===== src/rtl/sd_cmd_response_receiver.sv =====
// SD CMD-line response receiver: start-bit hunt, 48-bit frame capture, CRC7/framing check.
// Results register on the end-bit edge and hold until the controller drops iEnable.
module sd_cmd_response_receiver #(
   parameter int NCR_MAX = 56
) (
   input  logic        iClock_SD,
   input  logic        iReset_n,
   input  logic        iEnable,
   input  logic        iCmd_in,
   output logic        oReception_complete,
   output logic        oNo_response,
   output logic [37:0] oResponse,
   output logic        oCrc_error,
   output logic        oFrame_error,
   output logic        oBusy
);

   localparam int         FRAME_BITS = 48;
   localparam logic [5:0] NCR_SAT    = 6'(NCR_MAX);
   localparam logic [5:0] NCR_LAST   = 6'(NCR_MAX - 1);
   localparam logic [5:0] BIT_FIRST  = 6'(FRAME_BITS - 2);
   localparam logic [5:0] CRC_LAST   = 6'd8;

   typedef enum logic [2:0] {
      IDLE,
      WAIT_START,
      RECEIVE,
      DONE,
      NO_RESP
   } state_t;

   state_t                  state, state_nxt;
   logic [5:0]              wait_cnt, wait_cnt_nxt;
   logic [5:0]              bit_cnt, bit_cnt_nxt;
   logic [FRAME_BITS-2:0]   shift, shift_nxt;
   logic [6:0]              crc, crc_nxt;
   logic [FRAME_BITS-1:0]   frame;
   logic                    complete_nxt, no_resp_nxt, crc_err_nxt, frame_err_nxt;
   logic [37:0]             response_nxt;

   function automatic logic [6:0] crc7_step(input logic [6:0] c, input logic b);
      logic fb;
      fb = b ^ c[6];
      return {c[5:0], 1'b0} ^ (fb ? 7'h09 : 7'h00);
   endfunction

   // Full frame as seen on the end-bit edge: stored bits 47..1 plus the live end bit.
   assign frame = {shift, iCmd_in};
   assign oBusy = (state == RECEIVE);

   always_comb begin
      state_nxt     = state;
      wait_cnt_nxt  = wait_cnt;
      bit_cnt_nxt   = bit_cnt;
      shift_nxt     = shift;
      crc_nxt       = crc;
      complete_nxt  = oReception_complete;
      no_resp_nxt   = oNo_response;
      crc_err_nxt   = oCrc_error;
      frame_err_nxt = oFrame_error;
      response_nxt  = oResponse;

      case (state)
         IDLE: begin
            wait_cnt_nxt  = '0;
            bit_cnt_nxt   = '0;
            crc_nxt       = '0;
            complete_nxt  = 1'b0;
            no_resp_nxt   = 1'b0;
            crc_err_nxt   = 1'b0;
            frame_err_nxt = 1'b0;
            state_nxt     = WAIT_START;
         end
         WAIT_START: begin
            if (!iCmd_in) begin
               state_nxt   = RECEIVE;
               bit_cnt_nxt = BIT_FIRST;
               crc_nxt     = crc7_step(crc, iCmd_in);
               shift_nxt   = {shift[FRAME_BITS-3:0], iCmd_in};
            end else begin
               if (wait_cnt < NCR_SAT) wait_cnt_nxt = wait_cnt + 6'd1;
               if (wait_cnt >= NCR_LAST) begin
                  state_nxt   = NO_RESP;
                  no_resp_nxt = 1'b1;
               end
            end
         end
         RECEIVE: begin
            shift_nxt   = {shift[FRAME_BITS-3:0], iCmd_in};
            bit_cnt_nxt = (bit_cnt != 6'd0) ? bit_cnt - 6'd1 : 6'd0;
            if (bit_cnt >= CRC_LAST) crc_nxt = crc7_step(crc, iCmd_in);
            if (bit_cnt == 6'd0) begin
               state_nxt     = DONE;
               response_nxt  = frame[45:8];
               crc_err_nxt   = (crc != frame[7:1]);
               // frame[47] is the start bit and always 0 here; kept for a complete layout check.
               frame_err_nxt = frame[47] | frame[46] | ~frame[0];
               complete_nxt  = 1'b1;
            end
         end
         default: ;
      endcase

      if (!iEnable) begin
         state_nxt     = IDLE;
         complete_nxt  = 1'b0;
         no_resp_nxt   = 1'b0;
         crc_err_nxt   = 1'b0;
         frame_err_nxt = 1'b0;
      end
   end

   always_ff @(posedge iClock_SD or negedge iReset_n) begin
      if (!iReset_n) begin
         state               <= IDLE;
         wait_cnt            <= '0;
         bit_cnt             <= '0;
         shift               <= '0;
         crc                 <= '0;
         oReception_complete <= 1'b0;
         oNo_response        <= 1'b0;
         oCrc_error          <= 1'b0;
         oFrame_error        <= 1'b0;
         oResponse           <= '0;
      end else begin
         state               <= state_nxt;
         wait_cnt            <= wait_cnt_nxt;
         bit_cnt             <= bit_cnt_nxt;
         shift               <= shift_nxt;
         crc                 <= crc_nxt;
         oReception_complete <= complete_nxt;
         oNo_response        <= no_resp_nxt;
         oCrc_error          <= crc_err_nxt;
         oFrame_error        <= frame_err_nxt;
         oResponse           <= response_nxt;
      end
   end

endmodule

===== config.mk =====
export PLATFORM = sky130hd
export DESIGN_NAME = sd_cmd_response_receiver
export DESIGN_NICKNAME = d
export VERILOG_FILES = /design/src/rtl/sd_cmd_response_receiver.sv
export SDC_FILE = /design/constraint.sdc
export NUM_CORES = 1
export LEC_CHECK = 0
export CAP_MARGIN = 40
export CORE_MARGIN = 4
export CORE_UTILIZATION = 55
export CTS_CLUSTER_SIZE = 30
export DETAILED_ROUTE_END_ITERATION = 6
export GPL_TIMING_DRIVEN = 0
export PLACE_DENSITY_LB_ADDON = 0.15
export SETUP_SLACK_MARGIN = 0.4
export SYNTH_ARGS = -nofsm -noshare
export SYNTH_HDL_FRONTEND = slang
export SYNTH_SLANG_ARGS = --single-unit
export TNS_END_PERCENT = 30

===== constraint.sdc =====
create_clock -name iClock_SD -period 2.8 [get_ports iClock_SD]
set_clock_uncertainty 0.2 [all_clocks]
set_input_delay 0.28 -clock iClock_SD [delete_from_list [all_inputs] [get_ports iClock_SD]]
set_output_delay 0.28 -clock iClock_SD [all_outputs]
set_load 0.02 [all_outputs]

==> results of run 1 <==
-- through the flow --
stage / utilization, % / setup TNS [ns] / area [um^2] / hold slack, ns
finish: 66.2 / 0 / 5410 / 0.163
global route: 66.2 / 0 / 5410 / 0.178
CTS: 66.0 / 0 / 5400 / 0.158
detailed placement: 63.8 / 0 / 5210 / 0.239
global placement: 63.5 / -315.77 / 5190 / 0.257
floorplan: - / 0 / 4610 / -0.216
-- cell usage in the layout (no fill, tap or decap), drive strengths merged, types with 2 or more instances in the layout --
master         instances
xnor2                  6
clkbuf                20
or3                    3
a21oi                  9
xor2                   4
ha                     2
dfrtp                111
clkdlybuf4s50         43
buf                   13
a21boi                 2
nor2                  10
o31a                   2
a31oi                  2
nor4                   2
nand2b                 4
inv                    6
mux2                  47
nor3                   4
a22o                   3
nand3                  4
o21ai                 14
and3                   2
o31ai                  2
clkinv                 4
a211o                  2
nand2                132
nor4b                  2
nand4                  2
o32a                   2
o21a                   7
-- worst max path at each step --
stage,start,end,slack [ns],cells past startpoint
2_1_floorplan,bit_cnt[0],oFrame_error,0.63,7
3_3_place_gp,iReset_n,oResponse[32],-2.85,1
3_5_place_dp,state[0],shift[45],0.41,6
4_1_cts,state[0],shift[10],0.40,6
5_1_grt,bit_cnt[0],oCrc_error,0.33,7
6_report,bit_cnt[0],bit_cnt[2],0.48,6
-- cell families after synthesis --
group | count (synthesis)
simple gates | 169
flops | 111
compound gates | 51
mux | 47
buf+inv | 25
xor+xnor | 10
fa+ha+maj | 2
-- cells in the mapped netlist, types with 2 or more instances --
cell / instances / area [um^2]
or3_1: 3 / 18.8
nand2_1: 132 / 495
a21oi_1: 8 / 40.0
nor3_1: 3 / 15.0
dfrtp_1: 111 / 2780
a21boi_0: 2 / 15.0
a31oi_1: 2 / 12.5
ha_1: 2 / 25.0
buf_4: 4 / 30.0
nand3_1: 4 / 20.0
o32a_1: 2 / 20.0
a211o_1: 2 / 17.5
nor4_1: 2 / 12.5
xor2_1: 4 / 35.0
a22o_1: 3 / 26.3
mux2_2: 45 / 507
nand4_1: 2 / 12.5
o21ai_0: 14 / 70.1
o31a_1: 2 / 17.5
o21a_1: 7 / 52.6
nand2b_1: 4 / 25.0
clkbuf_1: 10 / 37.5
inv_1: 5 / 18.8
and3_1: 2 / 12.5
buf_2: 5 / 25.0
xnor2_1: 6 / 52.6
o31ai_1: 2 / 15.0
mux2_1: 2 / 22.5
nor4b_1: 2 / 17.5
nor2_1: 9 / 33.8
-- layer usage --
| layer | track usage [%] | routed length, um | vias to the layer above | part of all wire (%) |
|---|---|---|---|---|
| li1 | - | - | 1518 | - |
| met4 | 5.67 | 90 | 0 | 1.1 |
| met3 | 3.58 | 316 | 7 | 3.8 |
| met2 | 29.5 | 3960 | 51 | 48 |
| met5 | 0 | 0 | - | 0 |
| met1 | 25.8 | 3870 | 1511 | 47 |
-- layout make-up --
| type | count | area (um^2) | share of cell area (%) |
|---|---|---|---|
| flip-flops and latches | 111 | 2780 | 51.3 |
| clock inverters | 6 | 46.3 | 0.855 |
| plain buffers | 20 | 105 | 1.94 |
| clock buffers | 10 | 128 | 2.36 |
| well taps | 105 | 131 | 2.43 |
| inverters | 5 | 18.8 | 0.347 |
| repair buffers | 48 | 492 | 9.09 |
| multi-input cells | 279 | 1710 | 31.7 |
-- state kept, by name, indices dropped and copies added, names as in the netlist --
| register | flops |
|---|---|
| bit_cnt | 6 |
| crc | 7 |
| oCrc_error | 1 |
| oFrame_error | 1 |
| oNo_response | 1 |
| oReception_complete | 1 |
| oResponse | 38 |
| shift | 47 |
| state | 3 |
| wait_cnt | 6 |
-- worst register-to-register path, cell delays in order, from the launching register on --
cell	delay, ns
dfrtp_1	0.41
inv_1	0.07
ha_2	0.21
or4b_4	0.49
o21ai_0	0.46
a21oi_1	0.09
o32a_1	0.30
-- power breakdown --
part | switching [W] | internal (W) | total, W | leakage, nW
clock network | 0.000536 | 0.000331 | 0.000867 | 0.0881
registers | 0.000148 | 0.00178 | 0.00193 | 1.52
logic | 0.000286 | 0.000301 | 0.000587 | 1.07
total | 0.000971 | 0.00241 | 0.00338 | 2.68
-- what timing repair did --
action | 4_1_cts | 5_1_grt
gates resized for setup | 1 | 4
hold endpoints to repair | 64 | 0
buffers inserted | 0 | 1
hold buffers | 1 | 0
endpoints found under the setup margin | 1 | 75
gates cloned | 0 | 0
==> results.cfg, run 1 <==
[status]
outcome = complete, no violations

[yosys]
async_flop_share_pct = 100
muxShareOfSynthArea_pct = 11.5
synth_area_per_cell_um2 = 11.1
synth_cells = 415
synth-edff-count = 0
syn_area_mm2 = 0.00461
ys_seq_area_share_pct = 60.3
yosys.area_share.simple_pct = 15.5
ys_types = 44
synthFlopType = dfrtp_1
synthAdderAreaFrac_pct = 0.543
synth.ff_latch_count = 111
synth-compound-area-share_pct = 7.58
yosys_warnings = 0
synth_xor_area_share_pct = 1.90
synth_top_family_by_area = simple AND/OR/NAND/NOR gates
synth_nets = 421

[setup_path]
worstSetupStartpointType = flop
worst_ep_arrival_time_ns = 2.37
worstSetupPathType = flop to flop
path_cells = inv_1 > ha_2 > or4b_4 > o21ai_0 > a21oi_1 > o32a_1
cp_max_fo = 5
slowest_stage = or4b_4
crit_buf_inv = 1
cp.required_ns = 2.85
r2r-start = bit_cnt[0]
worstRegToRegCells = 6
max_stage_delay_ns = 0.49
worstReg2RegEnd = bit_cnt[2]
regToRegSetupSlack_ns = 0.48
endpoint_kind = flop
crit_family = compound AO/OA/AOI/OAI gates

[route]
vias = 3087
drt_wl_total_um = 8230
vias_per_cell = 5.29
first_pass_iters = 6
final_antenna_net_count = 0
drcViolationCount = 0
drt_iter0_drc = 105
wire_per_inst_um = 14.1

[clock_network]
htreeDepth = 3
clk_latency_ns = 0.37
clock_path_buffers = 2
clock-sinks = 111
clk_root_buffer_cell = clkbuf_8
cts_buffers = 9
clk_pin_slew_ns = 0.10
cts_tree = built

[pwr]
finalPower_w = 0.00338
p_leak_nw = 2.68
power_density_mw_per_mm2 = 625
peakVddDrop_v = 0.000322

[die]
die_h_um = 99.5
num_rows = 33
io_pins = 47
dieArea_mm2 = 0.00990
fp.coreArea_mm2 = 0.00818
die_x_um = 99.5
start_util_pct = 56.3

[sta]
fin_ws_ns = 0.477
clock.fmax_mhz = 430
slew_headroom_pct = 45.2
hold_viol = 0
drv_slew = 0
tightest_slew_ns = 0.822
rsz0062_at_grt = yes
fin_crit_ns = 2.32
timing.final.crit_share_pct = 83.0
finalSetupViolCount = 0

[global_route]
grt_pass1_wl_um = 14800
grtUsageTotal_pct = 18.4
first_global_vias = 3050
antenna_found_initial = 0
grt.overflow.total = 0
grt_max_degree = 66

[cells_and_area]
final_cells = 584
filler_cell_count = 642
drive_gt1_share_pct = 17.3
area_growth_pct = 17.5
final_nets = 480
antenna_cells = 0

[placement]
dp_hpwl_um = 5870
io_buffer_count = 45
dp_slack_ns = 0.414
gp_congestion = 0.844
dp_cells = 566

[hold_path]
hp-class = input port to flop
min_to = shift[0]
hold_depth = 3
worst_hold_startpoint = iCmd_in

[job]
cap_violations = 0
Power figures use the tool's default switching activity.
==> run 2: changes to the inputs <==
--- a/config.mk
+++ b/config.mk
@@ -7,7 +7,7 @@
 export LEC_CHECK = 0
 export CAP_MARGIN = 40
 export CORE_MARGIN = 4
-export CORE_UTILIZATION = 55
+export CORE_UTILIZATION = 51
 export CTS_CLUSTER_SIZE = 30
 export DETAILED_ROUTE_END_ITERATION = 6
 export GPL_TIMING_DRIVEN = 0
==> constraint.sdc (replaced) <==
create_clock -name iClock_SD -period 2.03 [get_ports iClock_SD]
set_clock_uncertainty 0.2 [all_clocks]
set_input_delay 0.203 -clock iClock_SD [delete_from_list [all_inputs] [get_ports iClock_SD]]
set_output_delay 0.203 -clock iClock_SD [all_outputs]
set_load 0.02 [all_outputs]
==> results.cfg, run 2 (synthesis gave the netlist of run 1 again) <==
[cells_and_area]
filler_cell_count = 585
final_nets = 508
area_growth_pct = 36.9
drive_gt1_share_pct = 29.4
largest_reg_flops = 47
postLayoutCellArea_mm2 = 0.00631
final_cells = 615
final_common_cell = nand2_1
regMostFlops = shift
largest_registers = shift: 47 flops, oResponse: 38 flops, crc: 7 flops
seq_area_mm2 = 0.00278
multiInputGateArea_mm2 = 0.00205
fin_util_pct = 72.0
antenna_cells = 0
mostFrequentLayoutCells = 126 x nand2_1, 111 x dfrtp_1, 45 x mux2_4

[route]
vias = 3210
drcViolationCount = 0
final_antenna_net_count = 0
drt_iter0_drc = 147
drt_wl_total_um = 9600
first_pass_iters = 4
vias_per_cell = 5.22
wire_per_inst_um = 15.6

[placement]
post_dp_cell_area_mm2 = 0.00522
gp_congestion = 0.850
io_buffer_count = 45
dp_cells = 569
dp_hpwl_um = 5720

[pwr]
switchingPower_w = 0.00154
finalPower_w = 0.00517
p_leak_nw = 3.81
clkPwrFrac_pct = 24.8
sw_frac_of_total_pct = 29.8
p_int_w = 0.00363
peakVddDrop_v = 0.000388
pwr-share-comb_pct = 23.3
power_density_mw_per_mm2 = 820
p_seq_share_pct = 51.9

[die]
num_rows = 34
die_h_um = 103
dieArea_mm2 = 0.0106
die_x_um = 103
io_pins = 47
start_util_pct = 52.6
fp.coreArea_mm2 = 0.00876

[sta]
fin_crit_ns = 2.25
timing.final.crit_share_pct = 111
hold_viol = 0
slew_headroom_pct = 60.9
drv_slew = 0
rsz0062_at_grt = yes
tightest_slew_ns = 0.586
fin_ws_ns = -0.224
hold_ws_ns = 0.147
finalSetupViolCount = 61
clock.fmax_mhz = 444

[clock_network]
clk_root_buffer_cell = clkbuf_8
cts_buffers = 9
clock_path_buffers = 2
clock-sinks = 111
clk_latency_ns = 0.37
clk_pin_slew_ns = 0.11
cts_tree = built
htreeDepth = 3

[setup_path]
cp.required_ns = 2.09
worst_ep_arrival_time_ns = 2.31
endpoint_kind = flop
worstSetupPathType = flop to flop
max_stage_delay_ns = 0.49
cp_max_fo = 6
slowest_stage = or4b_4
path_cells = inv_2 > ha_4 > or4b_4 > or3_4 > buf_8 > and3_4 > o21a_1
worstSetupStartpointType = flop

[hold_path]
hp-class = input port to flop

[global_route]
grtUsageTotal_pct = 18.7
antenna_found_initial = 0
grt_max_degree = 68
first_global_vias = 3223
grt.overflow.total = 0
grt_pass1_wl_um = 15600

[status]
outcome = complete, but fails checks
violations = setup timing

[job]
cap_violations = 0
run 2: metal layers:
layer / wire length (um) / vias to the layer above / share of wire, % / track usage, %
li1: - / 1564 / - / -
met1: 4610 / 1574 / 48 / 26.7
met2: 4550 / 62 / 47 / 28.8
met3: 326 / 10 / 3.4 / 3.65
met4: 116 / 0 / 1.2 / 5.98
met5: 0 / - / 0 / 0
run 2: final cells by class:
cell class	count	share of cell area, %
clock buffer	10	2.18
tap	108	2.14
buffer	20	2.92
clock inverter	6	0.833
inverter	5	0.337
sequential	111	44.0
multi-input combinational	279	32.6
timing repair buffer	76	15.0
run 2: critical path, delay by kind of cell, from the launching register on:
family,cells,cell delay [ns]
AND/OR/NAND/NOR,3,1.01
flip-flops,1,0.41
buffers and inverters,2,0.22
AO/OA/AOI/OAI,1,0.17
adder cells (fa/ha/maj),1,0.13
run 2: power by group through the flow:
| stage | Sequential, W | Clock [W] | Combinational [W] |
|---|---|---|---|
| floorplan | 0.00271 | 0 | 0.000500 |
| global placement | 0.00269 | 0 | 0.000784 |
| detailed placement | 0.00270 | 0 | 0.000815 |
| CTS | 0.00266 | 0.00131 | 0.00107 |
| global route | 0.00271 | 0.00140 | 0.00130 |
| finish | 0.00268 | 0.00128 | 0.00120 |
run 2: what timing repair did:
action                                  4_1_cts  5_1_grt
endpoints found under the hold margin        44        0
pin swaps                                     4        7
endpoints found under the setup margin      153      154
gates cloned                                  4        1
hold buffers                                  1        0
buffers inserted                             18        6
resized for setup                            72      125
run 2: final timing paths:
check	startpoint	endpoint	slack [ns]	cells past startpoint
worst max-delay path	bit_cnt[1]	oFrame_error	-0.22	7
worst min-delay path	iCmd_in	state[0]	0.15	3
worst max register to register	bit_cnt[1]	oFrame_error	-0.22	7
worst min register to register	oResponse[14]	oResponse[14]	0.28	2
max in group asynchronous	iReset_n	shift[27]	0.73	3
min in group asynchronous	iReset_n	oResponse[9]	0.17	2
run 2: stage by stage:
step                      setup TNS [ns]  setup WS [ns]
final                              -7.09         -0.224
after global routing              -10.88         -0.250
after CTS                          -8.35         -0.217
after detailed placement          -30.47         -0.416
after global placement           -418.86          -3.55
after floorplan                    -2.68         -0.128
==> run 3: changes to the inputs <==
--- a/config.mk
+++ b/config.mk
@@ -12,7 +12,6 @@
 export DETAILED_ROUTE_END_ITERATION = 6
 export GPL_TIMING_DRIVEN = 0
 export PLACE_DENSITY_LB_ADDON = 0.15
-export SETUP_SLACK_MARGIN = 0.4
 export SYNTH_ARGS = -nofsm -noshare
 export SYNTH_HDL_FRONTEND = slang
 export SYNTH_SLANG_ARGS = --single-unit
==> results.cfg, run 3 (synthesis gave the netlist of run 1 again) <==
[cells_and_area]
largest_reg_flops = 47
final_nets = 488
drive_gt1_share_pct = 21.8
regMostFlops = shift
largest_registers = shift: 47 flops, oResponse: 38 flops, crc: 7 flops
final_common_cell = nand2_1
fin_util_pct = 63.7
mostFrequentLayoutCells = 132 x nand2_1, 111 x dfrtp_1, 45 x mux2_2
antenna_cells = 0
area_growth_pct = 21.2
postLayoutCellArea_mm2 = 0.00558

[sta]
rsz0062_at_grt = yes
drv_slew = 0
fin_crit_ns = 2.22
finalSetupViolCount = 46
timing.final.crit_share_pct = 109
tightest_slew_ns = 0.584
fin_ws_ns = -0.192
hold_viol = 0
clock.fmax_mhz = 450
setup_tns_ns = -5.45
slew_headroom_pct = 61.1

[route]
drt_wl_total_um = 8460
wire_per_inst_um = 14.2
drt_iter0_drc = 144
first_pass_iters = 4
final_antenna_net_count = 0
vias = 3110
vias_per_cell = 5.23
drcViolationCount = 0

[placement]
post_dp_cell_area_mm2 = 0.00522
gp_congestion = 0.850
io_buffer_count = 45
dp_hpwl_um = 5720

[global_route]
first_global_vias = 3074
grt.overflow.total = 0
antenna_found_initial = 0
grtUsageTotal_pct = 17.3
grt_pass1_wl_um = 14500
grt_max_degree = 68

[clock_network]
cts_buffers = 9
clock_path_buffers = 2
cts_tree = built
clk_root_buffer_cell = clkbuf_8
clk_pin_slew_ns = 0.11
clock-sinks = 111
clk_latency_ns = 0.37
htreeDepth = 3

[status]
outcome = complete, but fails checks
violations = setup timing

[die]
num_rows = 34
fp.coreArea_mm2 = 0.00876
start_util_pct = 52.6
die_h_um = 103
die_x_um = 103
io_pins = 47
dieArea_mm2 = 0.0106

[setup_path]
worstSetupPathType = flop to flop
endpoint_kind = flop
cp.required_ns = 2.09
worstSetupStartpointType = flop
worst_ep_arrival_time_ns = 2.28
cp_max_fo = 6

[job]
cap_violations = 0

[hold_path]
hp-class = input port to flop

[pwr]
p_leak_nw = 2.76
peakVddDrop_v = 0.000375
power_density_mw_per_mm2 = 860
==> run 3: cell types whose count changed in the layout (fill, tap and decap cells not counted), sizes merged <==
cell,change
clkdlybuf4s50,+42
buf,-22
clkdlybuf4s15,-1
dlymetal6s2s,-42
clkbuf,+3
==> run 3: layer usage <==
layer	vias up	GRT usage (%)	part of all wire, %	wire length [um]
met4	0	5.88	1.1	89
met5	-	0	0	0
met3	7	3.79	4.2	355
met2	52	26.5	48	4040
li1	1534	-	-	-
met1	1517	24.5	47	3970
==> run 3: critical path, cell delays in order, from the launching register on <==
cell and delay, ns:
dfrtp_1 0.41, inv_2 0.07, ha_4 0.14, or4b_4 0.50
or3_4 0.42, and3_1 0.19, o21a_1 0.18
==> run 3: final cells by class <==
class / count / area [um^2]
well taps: 108 / 135
clock inverters: 6 / 52.6
inverters: 5 / 21.3
multi-input cells: 279 / 1760
clock buffers: 10 / 138
repair buffers: 57 / 559
fillers: 714 / 3180
plain buffers: 19 / 143
flip-flops and latches: 111 / 2780
==> run 3: path summary, 6_finish.rpt <==
check	start	to	slack, ns	depth (start not counted)
setup / recovery	bit_cnt[1]	oFrame_error	-0.19	6
hold / removal	iCmd_in	shift[0]	0.14	3
setup reg to reg	bit_cnt[1]	oFrame_error	-0.19	6
hold reg to reg	oResponse[24]	oResponse[24]	0.28	2
max in group asynchronous	iReset_n	shift[4]	0.74	3
min in group asynchronous	iReset_n	oResponse[9]	0.17	2
==> run 3: repair_timing <==
action                                  in CTS  in global routing
hold buffers                                 1                  0
buffers inserted                             4                  6
hold endpoints to repair                    44                  0
pin swaps                                    1                  3
gates resized for setup                     24                 23
endpoints found under the setup margin      94                103
==> run 3: through the flow <==
step	hold WS (ns)	setup WS, ns	instances	power (W)
finish	0.138	-0.192	595	0.00480
global route	0.162	-0.243	595	0.00507
CTS	0.0920	-0.236	590	0.00482
detailed placement	0.0518	-0.416	569	0.00351
global placement	0.257	-3.55	568	0.00348
floorplan	-0.293	-0.128	415	0.00321
==> run 3: power breakdown <==
| part | internal (W) | switching [W] |
|---|---|---|
| Sequential | 0.00245 | 0.000204 |
| Clock | 0.000497 | 0.000774 |
| Combinational | 0.000461 | 0.000413 |
| Total | 0.00341 | 0.00139 |
